$ cat config.mk
export PLATFORM = sky130hd
export DESIGN_NAME = element_stream_out
export DESIGN_NICKNAME = d
export VERILOG_FILES = /design/src/rtl/element_stream_out.sv
export SDC_FILE = /design/constraint.sdc
export NUM_CORES = 1
export LEC_CHECK = 0
export CORE_MARGIN = 5
export CORE_UTILIZATION = 47
export CTS_BUF_LIST = sky130_fd_sc_hd__clkbuf_2
export CTS_CLUSTER_SIZE = 8
export DETAILED_ROUTE_END_ITERATION = 7
export GPL_TIMING_DRIVEN = 1
export PLACE_DENSITY = 0.78
export RECOVER_POWER = 50
export SLEW_MARGIN = 25
export SYNTH_ARGS = -nofsm -noshare
export SYNTH_HDL_FRONTEND = slang
export SYNTH_SLANG_ARGS = --single-unit
export TNS_END_PERCENT = 30
$ cat constraint.sdc
create_clock -name clk -period 10.4 [get_ports clk]
set_input_delay 2.08 -clock clk [delete_from_list [all_inputs] [get_ports clk]]
set_output_delay 2.08 -clock clk [all_outputs]
set_load 0.05 [all_outputs]
$ cat src/rtl/element_stream_out.sv
// Snapshots eight 32-bit result words on start and streams them little-endian as bytes over valid/ready.
// Define STREAM_HDR_EN to prefix each frame with a 5-byte header (HDR_BYTE + stall/flush count snapshot).
module element_stream_out #(
  parameter int          CNT_W    = 16,
  parameter logic [7:0]  HDR_BYTE = 8'hA5
) (
  input  logic             clk,
  input  logic             reset,
  input  logic [31:0]      element1,
  input  logic [31:0]      element2,
  input  logic [31:0]      element3,
  input  logic [31:0]      element4,
  input  logic [31:0]      element5,
  input  logic [31:0]      element6,
  input  logic [31:0]      element7,
  input  logic [31:0]      element8,
  input  logic             stall,
  input  logic             flush,
  input  logic             start,
  input  logic             tx_ready,
  output logic             tx_valid,
  output logic [7:0]       tx_data,
  output logic             tx_last,
  output logic             busy,
  output logic [CNT_W-1:0] stall_count,
  output logic [CNT_W-1:0] flush_count
);

`ifdef STREAM_HDR_EN
  localparam int HDR_N = 5;
`else
  localparam int HDR_N = 0;
`endif
  localparam int         FRAME_N  = 32 + HDR_N;
  localparam logic [5:0] LAST_IDX = 6'(FRAME_N - 1);

  typedef enum logic {IDLE, SEND} state_t;

  state_t       state, state_nxt;
  logic [255:0] payload;
  logic [5:0]   idx;
  logic         load, xfer;
  logic [4:0]   pidx;
  logic [7:0]   byte_sel;

  // Handshake: a byte moves on a rising edge where tx_valid and tx_ready are both 1.
  // tx_valid stays high for the whole frame; tx_data/tx_last only change after a transfer.
  always_ff @(posedge clk or posedge reset) begin
    if (reset) state <= IDLE;
    else       state <= state_nxt;
  end

  always_comb begin
    state_nxt = state;
    load      = 1'b0;
    xfer      = 1'b0;
    case (state)
      IDLE: begin
        if (start) begin
          load      = 1'b1;
          state_nxt = SEND;
        end
      end
      SEND: begin
        if (tx_ready) begin
          xfer = 1'b1;
          if (idx == LAST_IDX) state_nxt = IDLE;
        end
      end
      default: state_nxt = IDLE;
    endcase
  end

  always_ff @(posedge clk or posedge reset) begin
    if (reset) begin
      payload <= '0;
      idx     <= '0;
    end else if (load) begin
      payload <= {element8, element7, element6, element5,
                  element4, element3, element2, element1};
      idx     <= '0;
    end else if (xfer) begin
      idx <= (idx == LAST_IDX) ? 6'd0 : idx + 6'd1;
    end
  end

`ifdef STREAM_HDR_EN
  logic [15:0] stall16, flush16, hdr_stall, hdr_flush;

  // Header carries exactly 16 bits per counter: truncated if wider, zero-filled if narrower.
  assign stall16 = 16'(stall_count);
  assign flush16 = 16'(flush_count);

  always_ff @(posedge clk or posedge reset) begin
    if (reset) begin
      hdr_stall <= '0;
      hdr_flush <= '0;
    end else if (load) begin
      hdr_stall <= stall16;
      hdr_flush <= flush16;
    end
  end

  always_comb begin
    pidx = 5'(idx - 6'd5);
    case (idx)
      6'd0:    byte_sel = HDR_BYTE;
      6'd1:    byte_sel = hdr_stall[7:0];
      6'd2:    byte_sel = hdr_stall[15:8];
      6'd3:    byte_sel = hdr_flush[7:0];
      6'd4:    byte_sel = hdr_flush[15:8];
      default: byte_sel = payload[{pidx, 3'b000} +: 8];
    endcase
  end
`else
  always_comb begin
    pidx     = idx[4:0];
    byte_sel = payload[{pidx, 3'b000} +: 8];
  end
`endif

  assign tx_valid = (state == SEND);
  assign busy     = (state == SEND);
  assign tx_last  = (state == SEND) && (idx == LAST_IDX);
  assign tx_data  = (state == SEND) ? byte_sel : 8'h00;

  // Performance counters run in every state and saturate instead of wrapping.
  always_ff @(posedge clk or posedge reset) begin
    if (reset) begin
      stall_count <= '0;
      flush_count <= '0;
    end else begin
      if (stall && (stall_count != '1)) stall_count <= stall_count + 1'b1;
      if (flush && (flush_count != '1)) flush_count <= flush_count + 1'b1;
    end
  end

endmodule

# After elaboration in Yosys (flattened, before gate mapping)
# Cells that the tools add are included.
[classes]
eq_ne = 3
bitwise = 1
n_reduce_logical = 4
n_shift = 1
muxes = 11
n_addsub = 3
[op_table]
columns = ["operator", "count"]
rows = [
  ["$shiftx A256 B9 Y8", 1],
  ["$add A16 B1 Y16 const B", 2],
  ["$ne A16 B16 Y1 const B", 2],
  ["$mux W6", 3],
  ["$mux W8", 1],
  ["$add A6 B1 Y6 const B", 1],
  ["$eq A6 B5 Y1 const B", 1],
  ["$mux W1", 6],
  ["$logic_and A1 B1 Y1", 3],
  ["$pmux W1 S2", 1],
  ["$reduce_bool A2 Y1", 1],
  ["$not A1 Y1", 1],
]
[totals]
ff_bits = 295
in_bits = 262
out_inout_bits = 43

# Depth between registers and ports, before layout
[logic_depth]
depth_word = 4
depth_mapped = 8

# Worst setup path after synthesis
# OpenSTA, ideal clock, no wires.
[synth_timing]
kind = "reg-to-output"
start = "register idx[0]"
end = "output tx_data[3]"
required_ns = 8.320
path_buffers = 2
arrival_ns = 2.223
slack_ns = 6.097
path_stages_with_launch = 7
cell_sequence = "dfrtp_1 > buf_6 > buf_4 > mux4_2 > mux2i_1 > or2_2 > a31oi_1"
[synth_via]
elab_chain_cells = 2
[synth_lines]
columns = ["element", "line_no", "rtl"]
rows = [
  ["from (decl)", "41", "logic [5:0] idx;"],
  ["from (signal assigned)", "83", "idx <= (idx == LAST_IDX) ? 6'd0 : idx + 6'd1;"],
  ["$shiftx A256 B9 Y8", "118", "byte_sel = payload[{pidx, 3'b000} +: 8];"],
  ["$mux W8", "125", "assign tx_data = (state == SEND) ? byte_sel : 8'h00;"],
  ["to (decl)", "22", "output logic [7:0] tx_data,"],
]
# Every way passes these cells.

==> out/qor.csv <==
stage,metric,value,unit
status,status,"complete, but fails checks",
status,failing checks,"capacitance limit, slew limit",
place,placed cell area,16870,sq um
pwr,sw frac,35.27,%
timing,Worst-Margin Slew,4.630,ns
die,I/O pins,305,
logic_synthesis,Post-synth ARST share,100.0,%
drt,drt total wl,39920,um
die,full die area,32550,sq um
die,die height,180.4,um
place,Port Buf Inserts,304,
clocking,CTS Buf Count,77,
clocking,CTS clock-pin slew for the worst setup and hold paths,0.11,ns
logic_synthesis,Compound-Gate Fraction of Synth Area,2.732,%
logic_synthesis,Avg Inst Size Synth,9.585,sq um
hold_path,Hold Path End,payload[15]$_DFFE_PP0N_,
logic_synthesis,unique cell type count in the Yosys netlist,47,
pwr,Reg power frac,46.4,%
cells_and_area,Util after Layout,61.21,%
cells_and_area,"Design Area, Final",17570,sq um
global_route,initial antenna violation count,4,
logic_synthesis,syn_nets,1689,
logic_synthesis,sequential share of the synthesized area,54.08,%
worst_setup_path,crit-path max FO,136,
logic_synthesis,Ys Warns,0,
job,max-cap violation count,4,
pwr,Int Power,2.084,mW
timing,Pins Over Slew Limit,340,
pwr,total power draw,3.219,mW
timing,Setup Skew,0.04253,ns
worst_setup_path,WS Path Type,primary input to async pin,
timing,setup TNS,0,ns
place,GP Congestion,0.8750,
timing,Tmin final,7.327,ns
logic_synthesis,adder-cell share of the synthesized area,0.2750,%
logic_synthesis,Post-Syn Area,13650,sq um
clocking,CTS H-Tree Depth,3,
drt,Pre-antenna DRT Iters,6,
clocking,CTS tree,yes,
clocking,Worst-Skew Late Latency,0.81,ns
logic_synthesis,post-synth top area share,54.08,%
clocking,CTS Hold Bufs,0,
cells_and_area,"Cell Count, Final, Fillers Out",2171,
worst_setup_path,"delay-heaviest family, CP",buffers and inverters,
worst_setup_path,worst reg2reg path endpoint,payload[183]$_DFFE_PP0N_,
worst_setup_path,WP data required,11.22,ns
drt,vias,11390,
die,DIE WIDTH,180.4,um
logic_synthesis,top-count cell post-synth,nand2_1,
timing,fin crit share,70.45,%
logic_synthesis,Yosys reg bits,295,
drt,WL/cell,18.39,um
drt,Avg Vias per Cell,5.248,
worst_setup_path,Critical Path AT,8.14,ns
cells_and_area,area delta synth->final,28.71,%
logic_synthesis,main combinational cell family by area after synthesis,simple AND/OR/NAND/NOR gates,
logic_synthesis,top post-synthesis cells by count,"nand2_1 (785), dfrtp_1 (295), clkbuf_1 (60)",
timing,Final Hold Fails,0,
timing,f_max,0.1365,GHz
logic_synthesis,Synth Area in Simple Gates,25.14,%
logic_synthesis,multiplexer area fraction after synthesis,12.93,%
die,Starting Density,47.55,%
global_route,vias in the first global route,11710,
logic_synthesis,Synth Flop Type,dfrtp_1,
logic_synthesis,cell taking the most area after synthesis,dfrtp_1,
clocking,worst-case clock buffer depth,3,
worst_setup_path,Worst Reg-to-Reg Cells,5,
place,pre-CTS setup slack,4.772,ns
hold_path,Hold Path Depth,2,
timing,"Worst Setup Slack, final",3.073,ns
die,Core Rows,62,
hold_path,Min-Delay Path Class,flip-flop to flip-flop,
worst_setup_path,Crit. End Element,async pin,
pwr,power share of the clock group,25.2,%
global_route,first-pass GRT wire length,63090,um
worst_setup_path,worst reg2reg path startpoint,busy$_DFF_PP0_,
timing,Setup-failing EPs final,0,
clocking,CTS Sinks,295,
hold_path,hold path start,payload[15]$_DFFE_PP0N_,
worst_setup_path,crit-path max cell delay,2.55,ns
pwr,LEAKAGE,8.654,nW
worst_setup_path,Worst R2R Setup Slack,5.59,ns
pwr,Net Sw Power,1.135,mW
pwr,pwr dens,183.2,nW/um^2
logic_synthesis,Post-synth EDFFs,0,
worst_setup_path,Crit-path slowest cell,clkinvlp_2,
global_route,GRT Util Overall,24.11,%
timing,slew margin rel.,-210.4,%
die,Core Area,28700,sq um
drt,drt initial violations,922,
worst_setup_path,Startpoint Class,primary input,
logic_synthesis,top post-synthesis cells by area,"dfrtp_1 (54%), nand2_1 (22%), mux4_2 (8.9%)",
place,dpl hpwl,28550,um
worst_setup_path,critical path cell sequence,"dlygate4sd3_1, clkinvlp_2, clkbuf_1, buf_16",
place,Inst Count DP,2034,
pwr,combinational group share of total power,28.4,%
timing,hold_ws,0.4793,ns
global_route,Congestion Overflow GR,0,
clocking,post_cts resized,0,
drt,DRC errors left,0,
drt,antenna-violating nets left,0,
pwr,maximum VDD drop,0.1468,mV
cells_and_area,share of cells above drive strength 1,11.87,%
worst_setup_path,worst path bufs/invs,4,
global_route,pin count of the biggest net entering global routing,193,
timing,unrepaired setup endpoints after global routing,no,
clocking,post-CTS setup buffer count,0,
cells_and_area,fin nets,1995,
logic_synthesis,Mapped Cells,1424,
clocking,Root Driver,clkbuf_2,
logic_synthesis,XOR/XNOR share of the synthesized area,1.540,%
==> area by class of cell <==
cell class / count / area (sq um)
timing repair buffer: 313 / 3143
fill: 2444 / 11130
sequential: 295 / 7391
clock inverter: 27 / 158.9
multi-input combinational: 1036 / 5824
inverter: 7 / 27.53
tap: 384 / 480.5
antenna: 1 / 2.502
clock buffer: 108 / 540.5
==> worst max-delay path by stage <==
stage | startpoint | to | slack (ns) | cells after the start
final | reset | idx[0]$_DFFE_PP0P_ | 3.07 | 4
after global routing | reset | payload[225]$_DFFE_PP0N_ | 1.83 | 3
after CTS | idx[0]$_DFFE_PP0P_ | tx_data[7] | 3.84 | 6
after detailed placement | idx[0]$_DFFE_PP0P_ | tx_data[7] | 4.77 | 6
after global placement | idx[0]$_DFFE_PP0P_ | tx_data[6] | 4.85 | 6
after floorplan | reset | busy$_DFF_PP0_ | 0.17 | 1
==> metal layers <==
metal	vias up	global-route usage (%)	routed length [um]
met5	-	0	37
met4	6	5.747	782
met3	71	8.680	3861
met2	521	37.92	18750
met1	5480	32.46	16480
li1	5316	-	-
==> layout by cell type (no fill, tap or decap), types with 3 or more instances in the layout <==
cell type,instances
mux2i_1,5
a211oi_1,5
clkbuf_2,108
nand3_1,13
nor2b_1,3
mux4_2,54
or2_2,7
clkbuf_1,3
a22oi_1,8
xnor2_1,9
dlygate4sd3_1,4
o21ai_0,6
a31oi_1,9
clkinv_2,4
dfrtp_1,292
clkinv_1,18
nand2_1,785
mux4_1,10
buf_4,3
inv_2,3
nand4_1,9
ha_1,3
and4_1,5
xor2_1,15
nor4_1,7
a21oi_1,9
o221ai_1,8
inv_1,6
and2_1,5
mux2_2,21
and3_1,5
nor3_1,5
clkdlybuf4s50_1,300
nor2_1,12
==> flip-flops by register name, summed over array words and instances, names as in the netlist <==
register,count
payload,256
flush_count,16
stall_count,16
idx,6
busy,1
==> tightest hold or removal path: cells and delay by family, from the launching register on <==
| kind | cells | cell delay [ns] |
|---|---|---|
| flops | 1 | 0.35 |
| simple gates | 2 | 0.10 |
==> power groups by stage <==
stage / clock network [mW] / logic [mW] / registers [mW]
final: 0.811 / 0.914 / 1.49
after global routing: 0.891 / 0.981 / 1.52
after CTS: 0.833 / 0.919 / 1.49
after detailed placement: 0 / 0.913 / 1.51
after global placement: 0 / 0.893 / 1.50
after floorplan: 0 / 0.585 / 1.49
==> kinds of logic (layout without fill, tap and decap cells) <==
kind of cell               count (synthesis)  after routing
other                                      0              1
DFF                                      295            295
xor gates and xnor gates                  24             24
AOI/OAI and AO/OA                         54             54
buffers and inverters                     93            455
muxes                                     90             90
adders and majority gates                  3              3
and+or+nand+nor                          865            865
Power figures use the tool's default switching activity.
